<file path="src/rtl/serial_alu_pkg.sv">
// -----------------------------------------------------------------------------
// serial_alu_pkg
// Shared definitions for the bit-serial ALU controller and its one-bit slice:
//   - opcode constants (op port encoding)
//   - slice select constants (aluslice sel encoding)
//   - controller FSM state encoding
//   - decode_op(): maps an opcode to the slice control word
// -----------------------------------------------------------------------------
package serial_alu_pkg;

    localparam logic [2:0] OP_ADD  = 3'd0;
    localparam logic [2:0] OP_SUB  = 3'd1;
    localparam logic [2:0] OP_XOR  = 3'd2;
    localparam logic [2:0] OP_SLT  = 3'd3;
    localparam logic [2:0] OP_AND  = 3'd4;
    localparam logic [2:0] OP_NAND = 3'd5;
    localparam logic [2:0] OP_NOR  = 3'd6;
    localparam logic [2:0] OP_OR   = 3'd7;

    localparam logic [2:0] SEL_ADD  = 3'd0;
    localparam logic [2:0] SEL_SUB  = 3'd1;
    localparam logic [2:0] SEL_XOR  = 3'd2;
    localparam logic [2:0] SEL_SLT  = 3'd3;
    localparam logic [2:0] SEL_AND  = 3'd4;
    localparam logic [2:0] SEL_NAND = 3'd5;
    localparam logic [2:0] SEL_NOR  = 3'd6;
    localparam logic [2:0] SEL_OR   = 3'd7;

    typedef enum logic [1:0] {
        ST_IDLE = 2'd0,
        ST_RUN  = 2'd1,
        ST_DONE = 2'd2
    } state_t;

    typedef struct packed {
        logic [2:0] sel;
        logic       invta;
        logic       invtb;
        logic       cin0;
    } slice_ctl_t;

    // AND and OR reuse the slice's NOR/NAND gates on inverted operands
    // (De Morgan), so they set both invert controls.
    function automatic slice_ctl_t decode_op(input logic [2:0] opc);
        slice_ctl_t c;
        c.sel   = SEL_ADD;
        c.invta = 1'b0;
        c.invtb = 1'b0;
        c.cin0  = 1'b0;
        case (opc)
            OP_ADD:  c.sel = SEL_ADD;
            OP_SUB:  begin c.sel = SEL_SUB; c.invtb = 1'b1; c.cin0 = 1'b1; end
            OP_XOR:  c.sel = SEL_XOR;
            OP_SLT:  begin c.sel = SEL_SLT; c.invtb = 1'b1; c.cin0 = 1'b1; end
            OP_AND:  begin c.sel = SEL_AND; c.invta = 1'b1; c.invtb = 1'b1; end
            OP_NAND: c.sel = SEL_NAND;
            OP_NOR:  c.sel = SEL_NOR;
            OP_OR:   begin c.sel = SEL_OR; c.invta = 1'b1; c.invtb = 1'b1; end
            default: c.sel = SEL_ADD;
        endcase
        return c;
    endfunction

endpackage

</file>
<file path="src/rtl/aluslice.sv">
// -----------------------------------------------------------------------------
// aluslice
// One-bit ALU slice. Operands are optionally inverted, then a full adder and
// NAND/NOR/XOR gates produce the candidate results; sel picks one.
// Ports:
//   a, b         operand bits
//   cin          carry in
//   invta, invtb invert a / b before use
//   sel[2:0]     result select (SEL_* in serial_alu_pkg)
//   res          selected result bit
//   cout         full-adder carry out (always the adder's carry)
// -----------------------------------------------------------------------------
module aluslice
    import serial_alu_pkg::*;
(
    input  logic       a,
    input  logic       b,
    input  logic       cin,
    input  logic       invta,
    input  logic       invtb,
    input  logic [2:0] sel,
    output logic       res,
    output logic       cout
);

    logic ai;
    logic bi;
    logic sum;

    assign ai   = a ^ invta;
    assign bi   = b ^ invtb;
    assign sum  = ai ^ bi ^ cin;
    assign cout = (ai & bi) | (cin & (ai ^ bi));

    always_comb begin
        res = sum;
        case (sel)
            SEL_XOR:           res = ai ^ bi;
            SEL_AND, SEL_NOR:  res = ~(ai | bi);
            SEL_NAND, SEL_OR:  res = ~(ai & bi);
            default:           res = sum;
        endcase
    end

endmodule

</file>
<file path="src/rtl/serial_alu_ctrl.sv">
// -----------------------------------------------------------------------------
// serial_alu_ctrl
// Bit-serial ALU: latches op/a/b on acceptance, then runs one bit per clock,
// LSB first, through a single aluslice. The result is shifted in from the
// MSB side so it is aligned after WIDTH bits. Result stays stable in DONE
// until out_ready.
// Parameters:
//   WIDTH       operand/result width, 2..64
// Ports:
//   clk, reset              clock, synchronous active-high reset
//   in_valid / in_ready     request handshake (in_ready only in IDLE)
//   op[2:0], a, b           opcode and two's complement operands
//   out_valid / out_ready   result handshake (out_valid only in DONE)
//   result                  operation result
//   carryout, overflow, zero status flags
// Configuration:
//   SERIAL_ALU_FLAGS_EN     when defined, flag flops are built; otherwise the
//                           three flag outputs are tied to 0.
// -----------------------------------------------------------------------------
module serial_alu_ctrl
    import serial_alu_pkg::*;
#(
    parameter int WIDTH = 32
)
(
    input  logic             clk,
    input  logic             reset,
    input  logic             in_valid,
    output logic             in_ready,
    input  logic [2:0]       op,
    input  logic [WIDTH-1:0] a,
    input  logic [WIDTH-1:0] b,
    output logic             out_valid,
    input  logic             out_ready,
    output logic [WIDTH-1:0] result,
    output logic             carryout,
    output logic             overflow,
    output logic             zero
);

    localparam int             CW   = $clog2(WIDTH);
    localparam logic [CW-1:0]  LAST = CW'(WIDTH - 1);

    state_t           state;
    state_t           state_nxt;
    logic [2:0]       op_q;
    logic [WIDTH-1:0] a_q;
    logic [WIDTH-1:0] b_q;
    logic [WIDTH-1:0] res_q;
    logic [CW-1:0]    cnt;
    logic             carry_q;

    slice_ctl_t       ctl;
    logic             s_cin;
    logic             s_res;
    logic             s_cout;
    logic             last;
    logic             ovf_int;
    logic [WIDTH-1:0] res_shift;
    logic [WIDTH-1:0] res_final;

    assign ctl   = decode_op(op_q);
    assign last  = (cnt == LAST);
    assign s_cin = (cnt == '0) ? ctl.cin0 : carry_q;

    aluslice u_slice (
        .a     (a_q[cnt]),
        .b     (b_q[cnt]),
        .cin   (s_cin),
        .invta (ctl.invta),
        .invtb (ctl.invtb),
        .sel   (ctl.sel),
        .res   (s_res),
        .cout  (s_cout)
    );

    // Only meaningful on the MSB cycle: carry into MSB vs carry out of MSB.
    assign ovf_int   = s_cin ^ s_cout;
    assign res_shift = {s_res, res_q[WIDTH-1:1]};
    assign res_final = (op_q == OP_SLT) ? WIDTH'(s_res ^ ovf_int) : res_shift;

    // State register
    always_ff @(posedge clk) begin
        if (reset) state <= ST_IDLE;
        else       state <= state_nxt;
    end

    // Next-state logic
    always_comb begin
        state_nxt = state;
        case (state)
            ST_IDLE: if (in_valid)  state_nxt = ST_RUN;
            ST_RUN:  if (last)      state_nxt = ST_DONE;
            ST_DONE: if (out_ready) state_nxt = ST_IDLE;
            default:                state_nxt = ST_IDLE;
        endcase
    end

    // Handshake outputs
    always_comb begin
        in_ready  = (state == ST_IDLE);
        out_valid = (state == ST_DONE);
    end

    // Operand latch, bit counter, carry flop and result shift register
    always_ff @(posedge clk) begin
        if (reset) begin
            cnt     <= '0;
            carry_q <= 1'b0;
            res_q   <= '0;
        end else begin
            case (state)
                ST_IDLE: begin
                    if (in_valid) begin
                        op_q    <= op;
                        a_q     <= a;
                        b_q     <= b;
                        cnt     <= '0;
                        carry_q <= 1'b0;
                        res_q   <= '0;
                    end
                end
                ST_RUN: begin
                    carry_q <= s_cout;
                    res_q   <= last ? res_final : res_shift;
                    cnt     <= last ? '0 : cnt + 1'b1;
                end
                default: ;
            endcase
        end
    end

    assign result = res_q;

`ifdef SERIAL_ALU_FLAGS_EN
    logic cout_q;
    logic ovf_q;
    logic zero_q;
    logic is_addsub;
    logic is_arith;

    assign is_addsub = (op_q == OP_ADD) || (op_q == OP_SUB);
    assign is_arith  = is_addsub || (op_q == OP_SLT);

    // Flags are captured on the MSB cycle, alongside the final result.
    always_ff @(posedge clk) begin
        if (reset) begin
            cout_q <= 1'b0;
            ovf_q  <= 1'b0;
            zero_q <= 1'b0;
        end else if (state == ST_IDLE && in_valid) begin
            cout_q <= 1'b0;
            ovf_q  <= 1'b0;
            zero_q <= 1'b0;
        end else if (state == ST_RUN && last) begin
            cout_q <= is_addsub & s_cout;
            ovf_q  <= is_arith & ovf_int;
            zero_q <= (res_final == '0);
        end
    end

    assign carryout = cout_q;
    assign overflow = ovf_q;
    assign zero     = zero_q;
`else
    assign carryout = 1'b0;
    assign overflow = 1'b0;
    assign zero     = 1'b0;
`endif

endmodule

</file>
<file path="config.mk">
export PLATFORM = sky130hd
export DESIGN_NAME = serial_alu_ctrl
export DESIGN_NICKNAME = d
export VERILOG_FILES = /design/src/rtl/serial_alu_pkg.sv /design/src/rtl/aluslice.sv /design/src/rtl/serial_alu_ctrl.sv
export SDC_FILE = /design/constraint.sdc
export NUM_CORES = 1
export LEC_CHECK = 0
export BUFFER_PORTS_ARGS = -buffer_cell sky130_fd_sc_hd__buf_2
export CORE_MARGIN = 2
export CORE_UTILIZATION = 50
export CTS_CLUSTER_SIZE = 40
export DETAILED_ROUTE_END_ITERATION = 10
export GPL_ROUTABILITY_DRIVEN = 0
export GPL_TIMING_DRIVEN = 0
export PLACE_DENSITY = 0.81
export REMOVE_ABC_BUFFERS = 1
export SYNTH_ARGS = -nofsm -noshare
export SYNTH_HDL_FRONTEND = slang
export SYNTH_SLANG_ARGS = --single-unit
</file>
<file path="constraint.sdc">
create_clock -name clk -period 17.5 [get_ports clk]
set_input_delay 1.75 -clock clk [delete_from_list [all_inputs] [get_ports clk]]
set_output_delay 1.75 -clock clk [all_outputs]
set_load 0.02 [all_outputs]
</file>
Yosys cells after proc, flatten, opt, wreduce, memory -nomap -nowiden
Index checks and enable logic that the tools add are counted.

Input bits: 71. Register bits after elaboration: 107. Logic and storage cells: 75. Output and inout port bits: 37.

Mux-type cells: 23. Bitwise logic cells: 13. $add $sub $neg: 1. Order comparisons: 1. Equality and inequality tests: 18. Reductions and logical operators: 12.

Operators by type and width (number): 32-bit two-way mux (3); 32-bit one-hot mux with 2 select lines (1); 3-bit == test, second input constant (8); 3-bit one-hot mux with 8 select lines (1); 1-bit binary-select mux with 5-bit select (2); 5-bit two-way mux (2); 5-bit one-hot mux with 2 select lines (1); 3-bit by 2-bit == test with 1-bit output, second input constant (3); 2-bit OR reduction (4); 1-bit two-way mux (7); 5-bit by 6-bit less-than comparator with 1-bit output, second input constant (1); 2-bit two-way mux (3); 2-bit one-hot mux with 3 select lines (1); 3-bit AND reduction (2); 1-bit bitwise XOR (6); 5-bit by 1-bit adder with 5-bit output, second input constant (1); 5-bit == test, second input constant (1); 5-bit logical NOT (1); 2-bit inequality test, second input constant (2); 4-bit OR reduction (1); 3-bit by 1-bit == test with 1-bit output, second input constant (1); 3-bit logical NOT (1); 1-bit inverter (3); 1-bit one-hot mux with 3 select lines (1); other kinds (9) (11).

Logic depth before layout (Yosys ltp)
Gate-level depths: netlist of run 1.

Word-level depth: 12. Gate-level depth with buffers: 15. Mapped depth without buffers: 13.

Hierarchy
Synthesis of run 1 repeated with hierarchy kept, for this count alone.

Cells, all modules: 296. Area total of the unflattened synthesis: 4225.3 sq um.

Modules (own cells, without submodules): serial_alu_ctrl (area an instance 4112.7 sq um, instances 1, cells each 284, seq. area each 2812.7 sq um); aluslice (area an instance 112.6 sq um, instances 1, cells each 12, seq. area each 0.0 sq um).

Worst setup path before layout of run 1
Ideal clock, no wire load.

Path type: input -> register. From: in reset. To: reg a_q[0], enable pin. Data required time: 16.817 ns. Buffers on the path: 1. Slack: 7.967 ns. Data arrival time: 8.850 ns. Cell stages on the path: 2. Setup time: 0.683 ns. Path through: clkbuf_1 > nor4b_1.

Cells in the longest elaborated chain, start to end: 2.

RTL lines: from (decl) (line serial_alu_ctrl.sv:27) `input logic reset,`; 1-bit inverter (no source line); 3-bit AND reduction (no source line); to (signal assigned) (line serial_alu_ctrl.sv:116) `a_q <= a;`; to (decl) (line serial_alu_ctrl.sv:47) `logic [WIDTH-1:0] a_q;`.

No other way between the ends. A chain may end at the register's enable or synchronous reset.

Worst setup path in the final report of run 1
From: reg cnt[1]. To: reg res_q[0], in the netlist result[0].

Cells in the longest elaborated chain, start to end: 11. Elaborated cells between the ends (all ways): 23. Classes of those cells: eq/ne (1); mux (9); bitwise (12); reduce/logical (1).

RTL lines: from (decl) (line serial_alu_ctrl.sv:50) `logic [CW-1:0] cnt;`; from (signal assigned) (line serial_alu_ctrl.sv:126) `cnt <= last ? '0 : cnt + 1'b1;`; 1-bit binary-select mux with 5-bit select, on equally long branches (line serial_alu_ctrl.sv:67, serial_alu_ctrl.sv:68); 1-bit two-way mux, on equally long branches (line serial_alu_ctrl.sv:67, serial_alu_ctrl.sv:68); 1-bit bitwise XOR, on equally long branches (line aluslice.sv:30, aluslice.sv:31); 1-bit bitwise XOR (line aluslice.sv:32, aluslice.sv:33, aluslice.sv:38); 1-bit bitwise AND (line aluslice.sv:33) `assign cout = (ai & bi) | (cin & (ai ^ bi));`; 1-bit OR (line aluslice.sv:33); 1-bit bitwise XOR (line serial_alu_ctrl.sv:78) `assign ovf_int = s_cin ^ s_cout;`; 1-bit bitwise XOR (line serial_alu_ctrl.sv:80) `assign res_final = (op_q == OP_SLT) ? WIDTH'(s_res ^ ovf_int) : res_shift;`; 32-bit two-way mux (line serial_alu_ctrl.sv:80); 32-bit two-way mux * (line serial_alu_ctrl.sv:125) `res_q <= last ? res_final : res_shift;`; 32-bit one-hot mux with 2 select lines * (line serial_alu_ctrl.sv:112) `case (state)`; to (signal assigned) (line serial_alu_ctrl.sv:125); to (decl) (line serial_alu_ctrl.sv:49) `logic [WIDTH-1:0] res_q;`.

Mark *: on every way between the ends. The rest lies on a longest branch, timed or not. The select of a mux whose other input is x is not followed.

==> results of run 1 <==
-- final timing paths --
check                               start         to  slack [ps]  cells after the start
worst min register to register  result[0]  result[0]         470                      1
worst min-delay path            result[0]  result[0]         470                      1
worst max register to register     cnt[1]  result[0]       13740                     12
worst max-delay path               cnt[1]  result[0]       13740                     12
-- metrics by stage --
step	utilization, %	area (sq um)	total power, W	worst slack, ps
2_1_floorplan	-	4110	0.000313	8000
3_3_place_gp	58.2	4760	0.000328	5830
3_5_place_dp	59.8	4890	0.000330	13800
4_1_cts	62.0	5070	0.000466	13760
5_1_grt	62.0	5070	0.000484	13470
6_report	62.0	5070	0.000462	13740
-- state kept, by name, indices dropped and copies added (netlist names) --
| register | cells |
|---|---|
| op_q | 3 |
| b_q | 32 |
| result | 32 |
| cnt | 5 |
| state | 2 |
| carry_q | 1 |
| a_q | 32 |
-- worst max-delay path: stages (launching register included) --
cell,delay [ps]
dfxtp_2,660
buf_12,260
nor2b_1,70
a2111oi_1,410
o22ai_1,190
nor3_2,290
xor2_1,150
fa_1,550
o21ai_0,100
a211oi_1,450
xnor3_1,280
a21oi_1,180
a21o_1,100
-- placed cells by master, fill, tap and decap left out, drive strengths merged, types with 2 or more instances in the layout --
cell type,instances
xnor2,4
o31ai,2
a2111oi,5
or3,2
and3,2
nor4b,2
clkinvlp,3
a22o,34
ha,5
nor2b,14
xor2,2
nand2,6
clkbuf,9
o21ai,5
edfxtp,67
conb,3
a211oi,5
nor3,3
dfxtp,40
nand3,5
a22oi,3
nand4b,3
nor2,9
inv,5
a21oi,4
nand4,3
buf,115
a221oi,4
nand2b,5
mux2i,24
-- area by class of cell --
class | count | area [sq um] | area share [%]
Timing Repair Buffer | 115 | 631 | 12.4
Sequential cell | 107 | 2810 | 55.5
Clock inverter | 7 | 57.6 | 1.14
Tap cell | 105 | 131 | 2.59
Multi-Input combinational cell | 165 | 1300 | 25.7
Clock buffer | 9 | 124 | 2.44
Inverter | 2 | 7.51 | 0.148
-- cell families after synthesis --
kind of cell,synth area share [%]
DFF,66.8
other,0.0891
xor gates and xnor gates,1.78
adders and majority gates,1.96
muxes,5.97
and+or+nand+nor,8.08
buffers and inverters,2.73
AOI/OAI and AO/OA,12.6
-- layer usage --
metal / up-vias / part of all wire, % / GRT usage (%)
met3: 15 / 5.2 / 5.09
met4: 2 / 1.9 / 6.79
li1: 1342 / - / -
met5: - / 0.14 / 0
met1: 1295 / 43 / 24.4
met2: 68 / 50 / 29.4
-- power groups by stage --
stage / sequential (W) / combinational (W) / clock (W)
3_5_place_dp: 0.000288 / 0.0000427 / 0
4_1_cts: 0.000282 / 0.0000428 / 0.000142
3_3_place_gp: 0.000291 / 0.0000371 / 0
6_report: 0.000282 / 0.0000426 / 0.000138
5_1_grt: 0.000283 / 0.0000476 / 0.000154
2_1_floorplan: 0.000289 / 0.0000241 / 0
==> results.md, run 1 <==
* Worst hold margin at roughly 470 ps
* Placeable Area at 0.00818 sq mm
* Power per cell area at slightly above 90 mW/mm^2
* Net Sw Frac at between 20% and 30%
* Clock Sinks at 107
* Area leader, netlist: edfxtp_1
* Critical path peak fanout at 29
* Mapped Avg Cell Area at 14.5 sq um
* Worst endpoint required time at ~18000 ps
* Rows at 33
* Placed cells at between 400 and 500
* Switch Pwr at around 0.00011 W
* Leakage at about 2.0 nW
* FFs w/ async S/R, synth at 0%
* Max_slew headroom at ~36%
* Final wirelength at 7990 um
* Initial Util at around half
* Vias in the first global route at about 2600
* Clock Power Share at about 30%
* Final min period at approximately 3800 ps
* Crit path kind: reg -> reg
* Gr usage total at ~18%
* Postcts setup bufs at 0
* Internal at ~0.00035 W
* CTS Hold Buffers Added at 0
* DR DRC count at 0
* Total CTS buffers at 9
* CP startpoint kind: flip-flop
* Vias at 2722
* Setup TNS at 0 ps
* Die width at 95.8 um
* Status: finished, final reports clean
* WL/cell at ~16 um
* Post-synth top area share at 47.8%
* Comb power frac at 9.2%
* Hold Crit Class: reg -> reg
* Share of power burned in registers at around 61%
* Antenna violations before repair at 1
* Arrival @ worst endpoint at 4070 ps
* Sequential share of the synthesized area at between 60% and 70%
* Peak supply drop at a little under 0.06 mV
* Worst Skew at around 12 ps
* Max Cap Violations at 0
* Post-synthesis cell type count at 44
* Clock transition at path regs at 100 ps
* Largest net degree at the start of global routing at 30
* Total grt overflow at 0
* Antenna Nets Post-Route at 0
* I/O pin cnt at 108
* # H-tree levels at 3
* Synth Flop Type: edfxtp_1
* Die Area at approximately 0.0092 sq mm
* DRT Pass-1 Iters at 5
* Cell Area, Synth at about 0.0042 sq mm
* First-pass GRT wire length at between 10000 and 15000 um
* Final slew viol count at 0
* Port bufs at 104
* Root Driver: clkbuf_8
* Post-synth EDFFs at 67
* Number of diodes at 0
* Initial DRC Count at 216
* Area Growth Syn to Fin at 20.4%
* Bufs on Longest Clock Path at 2
* YS warnings at 0
* Hpwl dp at ~5800 um
* RSZ-0062 raised after global routing: no
* Top cells by count, synth: edfxtp_1 (67), dfxtp_1 (40), a22o_1 (34)
* Worst-Margin Slew at about 950 ps
* Endpoints failing setup at 0
* TritonCTS clock tree: yes
* Post-cts gate resize count at 0
* Maximum clock rate at approximately 270 MHz
* Register bit total from synthesis at roughly 110
* Net count, final at ~480
* Filler instances at about 640
* Fin crit share at a little over a fifth
* Die height at ~96 um
* Crit. End Element: flip-flop
* Final Non-Filler Cells at 510
* Share of cells above drive strength 1 at 34.1%
* Most frequent cell after synthesis: edfxtp_1
* Fin. Hold Viols at 0
* Vias per cell at 5.34
* Later-pin clock latency in the skew report at ~360 ps
* Top cells by area, synth: edfxtp_1 (48%), dfxtp_1 (19%), a22o_1 (7.1%)
* Cell count after synthesis at roughly 290
Power figures use the tool's default switching activity.
==> run 2, diff against run 1 <==
Settings changed: ABC_AREA set to 1, PLACE_DENSITY 0.81 to 0.8.
Clock period 17.5 ns to 3.85 ns, I/O delays scaled along.
==> results.md, run 2 <==
* Status: finished, final reports clean
* Crit path kind: reg -> reg
* Max Cap Violations at 0
* Worst hold margin at between 150 and 200 ps
* Final wirelength at between 8000 and 9000 um
* Vias per cell at roughly 5.2
* Peak supply drop at between 0.2 and 0.25 mV
* Share of cells above drive strength 1 at 24.4%
* Synth Flop Type: edfxtp_1
* Mapped Avg Cell Area at ~10 sq um
* Area leader, netlist: edfxtp_1
* Fin crit share at roughly 80%
* YS warnings at 0
* Crit. End Element: flip-flop
* Hold Crit Class: in -> reg
* Die height at between 90 and 100 um
* Final Power at about 0.0022 W
* DRT Pass-1 Iters at 4
* Placeable Area at about 0.0087 sq mm
* Endpoints failing setup at 0
* Rows at 34
* Gr usage total at between 15 and 20%
* Hpwl dp at between 5000 and 6000 um
* CP startpoint kind: flip-flop
* Leakage at ~2.1 nW
* Area Growth Syn to Fin at 16.5%
* Most common cell after layout, fill and taps aside: nand2_1
* Cell count after synthesis at 430
* Bufs on Longest Clock Path at 2
* Fin. Hold Viols at 0
* Clock Sinks at approximately 110
* Cell Area, Synth at approximately 0.0044 sq mm
* TritonCTS clock tree: yes
* Setup slack, reg-to-reg at about 850 ps
* FFs w/ async S/R, synth at 0%
* Root Driver: clkbuf_8
* Worst Skew at around 7.6 ps
* Later-pin clock latency in the skew report at 360 ps
* Port bufs at around 100
* DR DRC count at 0
* Register bit total from synthesis at approximately 110
* RSZ-0062 raised after global routing: no
* # H-tree levels at 3
* Most frequent cells in the layout: nand2_1 (114), buf_2 (104), edfxtp_1 (67), nand3_1 (61), inv_1 (50)
* WL/cell at 13.2 um
* Maximum clock rate at 333 MHz
* Worst-Margin Slew at between 1000 and 1500 ps
* Worst endpoint required time at just over 4000 ps
* Vias at about 3300
* Antenna violations before repair at 0
* Die Area at roughly 0.0097 sq mm
* Die width at between 90 and 100 um
* CTS Hold Buffers Added at 0
* Total CTS buffers at 9
* Top cells by count, synth: nand2_1 (114), edfxtp_1 (67), nand3_1 (61)
* Sequential share of the synthesized area at between 60 and 70%
* Max_slew headroom at a little under a third
* Post-synthesis cell type count at 24
* Final min period at roughly 3000 ps
* Initial DRC Count at roughly 150
* Arrival @ worst endpoint at 3210 ps
* Power per cell area at roughly 430 mW/mm^2
* Vias in the first global route at around 3200
* Net count, final at around 600
* First-pass GRT wire length at between 10000 and 15000 um
* Clock transition at path regs at ~110 ps
* Top cells by area, synth: edfxtp_1 (45%), dfxtp_1 (18%), nand2_1 (9.6%)
* Final slew viol count at 0
* Setup TNS at 0 ps
* Post-synth top area share at a little under half
* Largest net degree at the start of global routing at 41
* Total grt overflow at 0
* Initial Util at around half
* Most frequent cell after synthesis: nand2_1
* Critical path peak fanout at 31
* Post-synth EDFFs at 67
* Number of diodes at 0
* Antenna Nets Post-Route at 0
* I/O pin cnt at roughly 110
run 2: layout make-up:
type                       instances  area, sq um
tap                              108          135
clock buffer                       9          124
multi-input combinational        249         1280
inverter                          52          200
fill                             739         3500
clock inverter                     7         82.6
timing repair buffer             105          541
sequential                       107         2810
run 2: repair_timing:
item | CTS | global route
endpoints found under the setup margin | 0 | 1
buffers inserted | 0 | 0
gates resized for setup | 0 | 1
run 2: cells by family (layout without fill, tap and decap cells):
| logic type | count (synthesis) | after routing | synth area share, % |
|---|---|---|---|
| simple gates | 197 | 197 | 19.1 |
| flops | 107 | 107 | 63.3 |
| buf+inv | 76 | 173 | 8.22 |
| compound gates | 43 | 43 | 7.46 |
| fa+ha+maj | 6 | 6 | 1.86 |
| other cells | 1 | 3 | 0.0843 |
run 2: report_power, final:
part / switching, W / internal [W] / total (W) / leakage (nW)
combinational: 0.000152 / 0.0000842 / 0.000237 / 1.10
sequential: 0.0000280 / 0.00126 / 0.00129 / 0.944
clock: 0.000395 / 0.000314 / 0.000709 / 0.106
total: 0.000575 / 0.00166 / 0.00223 / 2.15
run 2: final timing paths:
| check | depth (start not counted) | to | startpoint |
|---|---|---|---|
| worst max-delay path | 9 | result[21] | cnt[1] |
| worst min-delay path | 1 | a_q[25] | a[25] |
| worst max register to register | 9 | result[21] | cnt[1] |
| worst min register to register | 2 | result[18] | result[19] |
run 2: stage by stage:
stage | util, % | cells | setup WS [ps] | instance area (sq um)
floorplan | - | 408 | -243 | 4290
global placement | 57.0 | 620 | -1090 | 4940
detailed placement | 57.3 | 621 | 367 | 4970
CTS | 59.7 | 637 | 314 | 5180
global route | 59.7 | 637 | 517 | 5180
finish | 59.7 | 637 | 849 | 5180
run 2: critical path, stage by stage, from the launching register on:
cell	delay, ps
dfxtp_1	870
ha_1	310
nand2_1	70
nor2_1	120
ha_1	170
inv_1	70
nor3_2	210
inv_1	90
nand2_1	720
o32ai_1	200
run 2: metal layers:
layer,wire length [um],up-vias,GRT usage [%],share of wire [%]
met5,0,-,0,0
met4,145,0,6.64,1.7
met3,670,17,4.58,7.9
met2,4100,131,30.4,49
met1,3520,1520,23.4,42
li1,-,1657,-,-
